### config.mk
export PLATFORM = sky130hd
export DESIGN_NAME = ysyx_22050039_fetch_ctrl
export DESIGN_NICKNAME = d
export VERILOG_FILES = /design/src/rtl/ysyx_22050039_pkg.sv /design/src/rtl/ysyx_22050039_Reg.sv /design/src/rtl/ysyx_22050039_fetch_ctrl.sv
export SDC_FILE = /design/constraint.sdc
export NUM_CORES = 1
export LEC_CHECK = 0
export CELL_PAD_IN_SITES_DETAIL_PLACEMENT = 2
export CELL_PAD_IN_SITES_GLOBAL_PLACEMENT = 2
export CORE_MARGIN = 1
export CORE_UTILIZATION = 26
export CTS_CLUSTER_DIAMETER = 200
export DETAILED_ROUTE_END_ITERATION = 10
export HOLD_SLACK_MARGIN = 0.03
export PLACE_DENSITY = 0.92
export SKIP_LAST_GASP = 1
export SLEW_MARGIN = 15
export SYNTH_ARGS = -nofsm -noshare
export SYNTH_HDL_FRONTEND = slang
export SYNTH_HIERARCHICAL = 1
export SYNTH_SLANG_ARGS = --single-unit
### constraint.sdc
create_clock -name clk -period 6.5 [get_ports clk]
set_input_delay 1.3 -clock clk [delete_from_list [all_inputs] [get_ports clk]]
set_output_delay 1.3 -clock clk [all_outputs]
set_load 0.02 [all_outputs]
### src/rtl/ysyx_22050039_pkg.sv
// Shared types and constants for the ysyx_22050039 fetch slice.
// No logic; no latency; no flow control.
// Holds the fetch FSM encoding, instruction width and default boot address.
package ysyx_22050039_pkg;

    typedef enum logic [1:0] {
        S_IDLE = 2'd0,
        S_REQ  = 2'd1,
        S_WAIT = 2'd2,
        S_OUT  = 2'd3
    } fetch_state_e;

    localparam int          INST_W           = 32;
    localparam logic [63:0] DEFAULT_RESET_PC = 64'h0000_0000_8000_0000;

endpackage

### src/rtl/ysyx_22050039_Reg.sv
// Generic register with synchronous active-high reset and write enable.
// Latency: 1 cycle from din to dout.
// Backpressure: none; wen gates the update.
module ysyx_22050039_Reg #(
    parameter int               WIDTH     = 64,
    parameter logic [WIDTH-1:0] RESET_VAL = '0
) (
    input  logic             clk,
    input  logic             rst,
    input  logic [WIDTH-1:0] din,
    output logic [WIDTH-1:0] dout,
    input  logic             wen
);

    always_ff @(posedge clk) begin
        if (rst) begin
            dout <= RESET_VAL;
        end else if (wen) begin
            dout <= din;
        end
    end

endmodule

### src/rtl/ysyx_22050039_fetch_ctrl.sv
// Instruction fetch controller: one outstanding imem request, one held instruction for the IDU.
// Latency: 3 cycles minimum per instruction (request accept, response, consume).
// Backpressure: stalls in REQ until imem_req_ready and in OUT until inst_ready; YSYX_22050039_FETCH_PERF_EN adds perf counters.
module ysyx_22050039_fetch_ctrl
    import ysyx_22050039_pkg::*;
#(
    parameter int              XLEN     = 64,
    parameter logic [XLEN-1:0] RESET_PC = XLEN'(DEFAULT_RESET_PC)
) (
    input  logic              clk,
    input  logic              rst,
    input  logic              redirect_valid,
    input  logic [XLEN-1:0]   redirect_pc,
    output logic              imem_req_valid,
    input  logic              imem_req_ready,
    output logic [XLEN-1:0]   imem_req_addr,
    input  logic              imem_rsp_valid,
    input  logic [INST_W-1:0] imem_rsp_data,
    output logic              inst_valid,
    input  logic              inst_ready,
    output logic [INST_W-1:0] inst,
    output logic [XLEN-1:0]   inst_pc,
    output logic [XLEN-1:0]   pc
`ifdef YSYX_22050039_FETCH_PERF_EN
    ,
    output logic [63:0]       perf_fetch_cnt,
    output logic [63:0]       perf_flush_cnt
`endif
);

    fetch_state_e    state, state_nxt;
    logic            flush, flush_nxt;
    logic            capture;
    logic [XLEN-1:0] pc_nxt;
    logic [XLEN-1:0] redirect_aligned;
    logic [XLEN-1:0] pc_inc;

    assign redirect_aligned = redirect_pc & ~XLEN'(3);
    assign pc_inc           = pc + XLEN'(4);
    assign imem_req_addr    = pc;

    ysyx_22050039_Reg #(
        .WIDTH     (XLEN),
        .RESET_VAL (RESET_PC)
    ) u_pc_reg (
        .clk  (clk),
        .rst  (rst),
        .din  (pc_nxt),
        .dout (pc),
        .wen  (1'b1)
    );

    always_ff @(posedge clk) begin
        if (rst) begin
            state   <= S_IDLE;
            flush   <= 1'b0;
            inst    <= '0;
            inst_pc <= '0;
        end else begin
            state <= state_nxt;
            flush <= flush_nxt;
            if (capture) begin
                inst    <= imem_rsp_data;
                inst_pc <= pc;
            end
        end
    end

    always_comb begin
        state_nxt = state;
        flush_nxt = flush;
        pc_nxt    = pc;
        capture   = 1'b0;
        case (state)
            S_IDLE: begin
                state_nxt = S_REQ;
                if (redirect_valid) pc_nxt = redirect_aligned;
            end
            S_REQ: begin
                if (redirect_valid) pc_nxt = redirect_aligned;
                // A redirect on the accept cycle means memory saw the stale address.
                if (imem_req_ready) begin
                    state_nxt = S_WAIT;
                    flush_nxt = redirect_valid;
                end
            end
            S_WAIT: begin
                if (imem_rsp_valid) begin
                    if (flush || redirect_valid) begin
                        state_nxt = S_REQ;
                        flush_nxt = 1'b0;
                        if (redirect_valid) pc_nxt = redirect_aligned;
                    end else begin
                        state_nxt = S_OUT;
                        capture   = 1'b1;
                    end
                end else if (redirect_valid) begin
                    pc_nxt    = redirect_aligned;
                    flush_nxt = 1'b1;
                end
            end
            S_OUT: begin
                if (redirect_valid) begin
                    state_nxt = S_REQ;
                    pc_nxt    = redirect_aligned;
                end else if (inst_ready) begin
                    state_nxt = S_REQ;
                    pc_nxt    = pc_inc;
                end
            end
            default: state_nxt = S_IDLE;
        endcase
    end

    always_comb begin
        imem_req_valid = 1'b0;
        inst_valid     = 1'b0;
        case (state)
            S_REQ:   imem_req_valid = 1'b1;
            S_OUT:   inst_valid     = 1'b1;
            default: ;
        endcase
    end

`ifdef YSYX_22050039_FETCH_PERF_EN
    logic delivered;
    logic dropped;

    assign delivered = (state == S_OUT) && inst_ready && !redirect_valid;
    assign dropped   = ((state == S_WAIT) && imem_rsp_valid && (flush || redirect_valid))
                     || ((state == S_OUT) && redirect_valid);

    always_ff @(posedge clk) begin
        if (rst) begin
            perf_fetch_cnt <= '0;
            perf_flush_cnt <= '0;
        end else begin
            if (delivered && (perf_fetch_cnt != '1)) perf_fetch_cnt <= perf_fetch_cnt + 64'd1;
            if (dropped && (perf_flush_cnt != '1))   perf_flush_cnt <= perf_flush_cnt + 64'd1;
        end
    end
`endif

endmodule

Word level (Yosys, flattened, before mapping)
Cells that the tools add are included.
{"block": "classes", "n_addsub": 1, "eq_ne": 8, "muxes": 22, "reduce_logical": 7}
{"operator": "$mux W64", "n": 5}
{"operator": "$pmux W64 S3", "n": 1}
{"operator": "$add A64 B3 Y64 const B", "n": 1}
{"operator": "$mux W2", "n": 5}
{"operator": "$mux W1", "n": 9}
{"operator": "$ne A3 B3 Y1 const B", "n": 3}
{"operator": "$pmux W2 S4", "n": 1}
{"operator": "$eq A2 B2 Y1 const B", "n": 2}
{"operator": "$ne A2 B2 Y1 const B", "n": 2}
{"operator": "$reduce_and A4 Y1", "n": 1}
{"operator": "$reduce_and A3 Y1", "n": 1}
{"operator": "$eq A2 B1 Y1 const B", "n": 1}
{"operator": "$logic_not A2 Y1", "n": 1}
{"operator": "$pmux W1 S2", "n": 1}
{"operator": "$reduce_and A2 Y1", "n": 1}
{"operator": "$reduce_bool A2 Y1", "n": 1}
{"operator": "$reduce_or A2 Y1", "n": 1}
{"operator": "$logic_or A1 B1 Y1", "n": 1}
{"block": "totals", "in_bits": 102, "elab_cells": 43, "out_inout_bits": 226, "ff_bits": 163}

Longest topological paths before layout
Gate-level depths: netlist of the first run.
{"block": "depth", "ltp_word": 4, "depth_mapped": 11, "depth_no_buf": 9}

Hierarchy
The synthesis of the first run kept the hierarchy.
{"module": "ysyx_22050039_fetch_ctrl", "cells_each": 948, "n_inst": 1, "area_per_inst_um2": 6598.8, "seq_area_each_um2": 1981.9}
{"module": "ysyx_22050039_Reg", "cells_each": 206, "n_inst": 1, "area_per_inst_um2": 2294.7, "seq_area_each_um2": 1281.2}

Worst setup path before layout of the first run
OpenSTA, ideal clock, no wires.
{"block": "synth_path", "kind": "input port to flip-flop", "startpoint": "in inst_ready", "endpoint": "reg u_pc_reg.dout[44]", "n_path_buf": 1, "t_arrival_ns": 2.642, "setup_time_ns": 0.128, "cell_stages": 8, "path_slack_ns": 3.730, "t_required_ns": 6.372, "cell_sequence": "and3_1 nand3_2 or3_1 buf_2 nor4_2 o31ai_1 mux2i_1 nor2_1"}
{"block": "synth_via", "elab_chain_len": 2}
{"element": "start: declaration", "line_no": "ysyx_22050039_fetch_ctrl.sv:20", "rtl": "input logic inst_ready,"}
{"element": "$ne A3 B3 Y1 (no line)"}
{"element": "$reduce_and A2 Y1 (no line)"}
{"element": "end signal: assignment", "line_no": "ysyx_22050039_Reg.sv:19", "rtl": "dout <= din;"}
{"element": "end: declaration", "line_no": "ysyx_22050039_Reg.sv:11", "rtl": "output logic [WIDTH-1:0] dout,"}
Every way passes these cells.
A chain may end at the register's enable or synchronous reset.

Worst setup path after layout of the first run
{"block": "layout_path", "startpoint": "in inst_ready", "endpoint": "reg u_pc_reg.dout[61]"}
Same word-level chain as after synthesis.

==> results of run 1 <==
-- per-layer routing --
metal  vias up  GRT usage
met4         0    0.08071
met1      4625     0.2540
li1       4339          -
met3        49    0.04559
met2       266     0.3873
met5         -          0
-- where the power goes --
group | switching (uW) | internal, uW | total [uW]
sequential | 60.9 | 1020 | 1080
clock | 457 | 667 | 1120
combinational | 196 | 181 | 377
-- flip-flops by register name (all words and copies together) (netlist names) --
signal / cells
flush: 1
inst: 32
inst_pc: 64
state: 2
u_pc_reg/dout: 64
-- cell families after synthesis --
family | after synthesis | synth area share
flops | 163 | 0.3669
simple gates | 531 | 0.2864
mux | 79 | 0.08905
compound gates | 217 | 0.1435
buf+inv | 158 | 0.1066
other cells | 1 | 0.0004217
fa+ha+maj | 5 | 0.007034
-- metrics by stage --
stage	cell area [sq um]	hold slack [ns]	power [uW]
final	12510	0.4576	2585
after global routing	12510	0.4757	2686
after CTS	12490	0.4586	2626
after detailed placement	11860	0.4505	1481
after global placement	11860	0.4407	1462
after floorplan	8897	0.4951	1307
-- cells in the final DEF, fill, tap and decap left out, types with 3 or more instances in the layout --
cell type,count
o21ai_1,10
clkinv_4,4
inv_1,13
a21oi_1,110
a41oi_1,3
o21ai_0,32
and2_1,4
and4_1,15
nand2_1,281
a211oi_1,4
clkbuf_16,17
nand3_1,25
nand4_1,18
nor2_1,94
bufinv_16,4
nand4_2,5
a41o_1,8
ha_1,5
mux2i_1,78
nand3_2,3
o31ai_1,20
nor2b_1,11
and3_1,13
clkdlybuf4s50_1,323
or2_2,3
nor4_4,3
o31a_1,4
nor3_1,14
buf_4,6
or4_1,4
dfxtp_1,163
a31oi_1,13
nor4_1,16
-- path summary, 6_finish.rpt --
check / endpoint / start / cells after the start
setup / recovery: u_pc_reg/dout[61] / inst_ready / 8
hold / removal: inst_pc[28] / inst_pc[28] / 2
setup reg to reg: inst_pc[12] / state[0] / 7
hold reg to reg: inst_pc[28] / inst_pc[28] / 2
-- critical path, stage by stage --
cell and delay (ns):
clkdlybuf4s50_1 0.63, and4_1 0.34, and3_1 0.54, nand4_2 0.42
nor4_1 0.38, nor3_1 0.10, mux2i_1 0.14, nor2_1 0.06
-- final cells by class --
type | instances | area share
Clock buffer | 21 | 0.03681
Antenna cell | 2 | 0.0004001
Multi-Input combinational cell | 834 | 0.3761
Tap cell | 448 | 0.04481
Clock inverter | 11 | 0.01410
Timing Repair Buffer | 330 | 0.2630
Inverter | 13 | 0.003901
Sequential cell | 163 | 0.2609
==> results.md, run 1 <==
* Status: finished clean
* DIE HEIGHT at about 190 um
* Final Core Density at 0.3721
* Synth top cells by count: nand2_1, dfxtp_1, a21oi_1
* Core Rows at 67
* GR Util All Layers at 0.2171
* Post-CTS Setup Inserts at 0
* GP Congestion at slightly below 0.8
* 1st-iter DRT viols at 340
* Power per cell area at approximately 210 nW/um^2
* Flops & latches, synth at about 160
* Routed Antenna Nets at 0
* Crit Path Max Fanout at 13
* Worst min path class: flip-flop to flip-flop
* Antenna violations before repair at 2
* IO Count at ~330
* Relative slew slack at 0.2337
* Synth top area share at 0.3669
* DP Wirelength at between 20 and 30 mm
* Req. time, crit path at around 6.8 ns
* Uppermost routed layer: met4
* Total of warnings raised by yosys at 6
* Mean Syn Cell Area at about 7.7 sq um
* # setup viols final at 0
* Setup Skew at between 0.01 and 0.015 ns
* Slew Limit Fails at 0
* Post-Route WL at around 38 mm
* P_leak at ~0.0044 uW
* Reg2Reg Setup Slack at 3.04 ns
* WL met2 at just under 20 mm
* Initial Util at 0.2646
* Placed insts at roughly 1800
* DP Worst Slack at around 2.5 ns
* Number of synthesized flops with an enable pin at 0
* Drt wl/cell at roughly 21 um
* Final Hold Viols at 0
* Routed wl met3 at roughly 1.8 mm
* Vias per cell at between 5 and 6
* Clock root buffer: clkbuf_16
* Largest net degree at the start of global routing at just under 100
* Async SR Flop Fraction at 0
* Grt ovf at 0
* H-Tree Depth at 4
* Post-Syn Area at roughly 9000 sq um
* Synth area leaders: dfxtp_1, nand2_1, mux2i_1
* Most common cell in the netlist: nand2_1
* Slew @ Worst Pin at 1.149 ns
* Crit path DAT at just under 4 ns
* Post-synthesis instance total at between 1000 and 1500
* Inserted Clock Buffers at 17
* Hold_buf cts at 0
* Dominant synthesized flop cell: dfxtp_1
* First-pass GRT wire length at 59.88 mm
* Vias in the first global route at between 10000 and 15000
* CTS tree: done
* Worst setup SP type: primary input
* Share of cells above drive strength 1 at 0.04810
* Die X-Extent at ~190 um
* Setup TNS at 0 ns
* Final nets at between 1000 and 1500
* DR vias at between 9000 and 10000
* # resized after CTS at 0
* FMAX at between 200 and 300 MHz
* RSZ-0062 raised after global routing: false
* Met1 Wirelength at between 15 and 20 mm
* Post-synth top area cell: dfxtp_1
* Minimum clock period at ~3.6 ns
* Worst-path clk slew at ~0.070 ns
* Final period util at 0.5601
* CP Capture Type: flip-flop
* Placeable Area at 33620 sq um
* CTS max path bufs at 2
* Area taken by multi-input logic gates at roughly 4700 sq um
* PortBufs at ~330
* Worst VDD drop at about 0.00017 V
* Worst-Skew Late Latency at 0.45 ns
* Kind of critical path: primary input to flip-flop
* Cell variety after synth at between 60 and 70
* CTS sink count at 163
* PnR worst setup slack at 2.859 ns
* Sequential share of the synthesized area at 0.3669
* MaxCap Viol Count at 0
* Storage element area at 3263 sq um
* Syn-to-layout area delta at 40.64%
* DRC Markers at 0
* Fillcell total at 3804
* Final non-filler cell total at between 1500 and 2000
* Drt first pass iters at 5
* Die area at 34950 sq um
Note: power is estimated with default switching activity, not from simulation.
==> inputs of run 2 (changes only) <==
--- a/config.mk
+++ b/config.mk
@@ -8,11 +8,11 @@
 export CELL_PAD_IN_SITES_DETAIL_PLACEMENT = 2
 export CELL_PAD_IN_SITES_GLOBAL_PLACEMENT = 2
 export CORE_MARGIN = 1
-export CORE_UTILIZATION = 26
+export CORE_UTILIZATION = 22
 export CTS_CLUSTER_DIAMETER = 200
 export DETAILED_ROUTE_END_ITERATION = 10
 export HOLD_SLACK_MARGIN = 0.03
-export PLACE_DENSITY = 0.92
+export PLACE_DENSITY = 0.84
 export SKIP_LAST_GASP = 1
 export SLEW_MARGIN = 15
 export SYNTH_ARGS = -nofsm -noshare
==> constraint.sdc (replaced) <==
create_clock -name clk -period 3 [get_ports clk]
set_input_delay 0.6 -clock clk [delete_from_list [all_inputs] [get_ports clk]]
set_output_delay 0.6 -clock clk [all_outputs]
set_load 0.02 [all_outputs]
==> run 2 against run 1 <==
  * Count of clock-buffer cells in the layout down 2
  * First-iteration DRC count is 10% lower
  * Sequential share of layout area is 0.85 points lower
  * Critical endpoint is now u_pc_reg/dout[57]
  * Highest routed layer unchanged
==> results.md, run 2 (synthesis results as in run 1) <==
* Top flop regs: inst_pc x64, u_pc_reg/dout x64, inst x32
* Drt wl/cell at approximately 20 um
* P_leak at around 0.0046 uW
* Final nets at 1513
* # setup viols final at 0
* Core Rows at 73
* Worst VDD drop at 0.0004000 V
* Vias per cell at between 4 and 5
* CTS sink count at 163
* DP Worst Slack at -0.01982 ns
* H-Tree Depth at 4
* Vias in the first global route at roughly 10000
* Largest net degree at the start of global routing at 75
* Final Hold Viols at 0
* IO Count at about 330
* DP Wirelength at 27.99 mm
* RSZ-0062 raised after global routing: false
* Die area at roughly 41000 sq um
* Worst-Skew Late Latency at approximately 0.45 ns
* Power per cell area at 415.8 nW/um^2
* Placeable Area at about 40000 sq um
* Post-DP Area at about 12000 sq um
* Most frequent cells in the layout: clkdlybuf4s50_1, nand2_1, dfxtp_1
* Commonest non-fill, non-tap cell in the layout: clkdlybuf4s50_1
* Worst setup SP type: flip-flop
* Minimum clock period at 2.779 ns
* GP Congestion at 0.7753
* First-pass GRT wire length at slightly below 60 mm
* Kind of critical path: flip-flop to flip-flop
* Req. time, crit path at about 3.3 ns
* Post-layout instance area at approximately 13000 sq um
* Die X-Extent at approximately 200 um
* Antenna violations before repair at 2
* Clock root buffer: clkbuf_16
* PortBufs at 325
* Worst min path class: flip-flop to flip-flop
* Relative slew slack at 0.4602
* Power Total at ~5400 uW
* Crit path DAT at a little over 3 ns
* Hold_ws at 0.4557 ns
* FMAX at 359.8 MHz
* Hold_buf cts at 0
* Drt first pass iters at 6
* PnR worst setup slack at roughly 0.22 ns
* 1st-iter DRT viols at about 310
* Routed Antenna Nets at 0
* DRC Markers at 0
* Grt ovf at 0
* Setup Skew at around 0.012 ns
* Share of cells above drive strength 1 at 0.08104
* CTS max path bufs at 2
* Slew @ Worst Pin at 0.8097 ns
* # resized after CTS at 0
* Final period util at 0.9265
* CTS tree: done
* Setup TNS at 0 ns
* MaxCap Viol Count at 0
* WHS Path Cells at 2
* Crit Path Max Fanout at 10
* Worst-path clk slew at around 0.070 ns
* Status: finished clean
* Worst r2r path cells at 7
* Syn-to-layout area delta at 45.37%
* Initial Util at 0.2233
* Post-CTS Setup Inserts at 0
* Post-Route WL at ~39 mm
* Slew Limit Fails at 0
* CP Capture Type: flip-flop
* Inserted Clock Buffers at 17
* GR Util All Layers at 0.1865
* DIE HEIGHT at just over 200 um
* DR vias at around 9400
run 2: power by group:
group / switching, uW / total [uW] / internal (uW)
clock network: 1050 / 2170 / 1120
registers: 86.7 / 2300 / 2220
logic: 476 / 901 / 425
total: 1620 / 5380 / 3760
run 2: metal layers:
metal	vias to the layer above	wire length (um)	track usage	share of wire
li1	4428	-	-	-
met1	4746	16940	0.2254	0.44
met2	216	19550	0.3274	0.50
met3	41	1585	0.03660	0.041
met4	0	731	0.06364	0.019
met5	-	0	0	0
run 2: area by class of cell:
class / count / area, sq um
repair buffers: 377 / 3705
clock buffers: 19 / 452.9
well taps: 525 / 656.9
diodes: 2 / 5.005
inverters: 13 / 48.80
clock inverters: 13 / 101.3
flip-flops and latches: 163 / 3263
multi-input cells: 834 / 4696
fillers: 4616 / 26890
run 2: path summary, 6_finish.rpt:
kind,start,end,slack (ns)
worst max-delay path,u_pc_reg/dout[11],u_pc_reg/dout[57],0.22
worst min register to register,inst_pc[31],inst_pc[31],0.46
worst min-delay path,inst_pc[31],inst_pc[31],0.46
worst max register to register,u_pc_reg/dout[11],u_pc_reg/dout[57],0.22
run 2: metrics by stage:
stage | util | cells
after floorplan | - | 1155
after global placement | 0.3106 | 1912
after detailed placement | 0.3106 | 1912
after CTS | 0.3245 | 1944
after global routing | 0.3247 | 1946
final | 0.3247 | 1946
run 2: critical path: stages, from the launching register on:
cell and delay, ns:
dfxtp_1 0.54, nand3_1 0.43, nor4_4 0.48, nand4_2 0.35, nor4_1 0.48, a211oi_1 0.14
mux2i_1 0.16, nor2_1 0.05
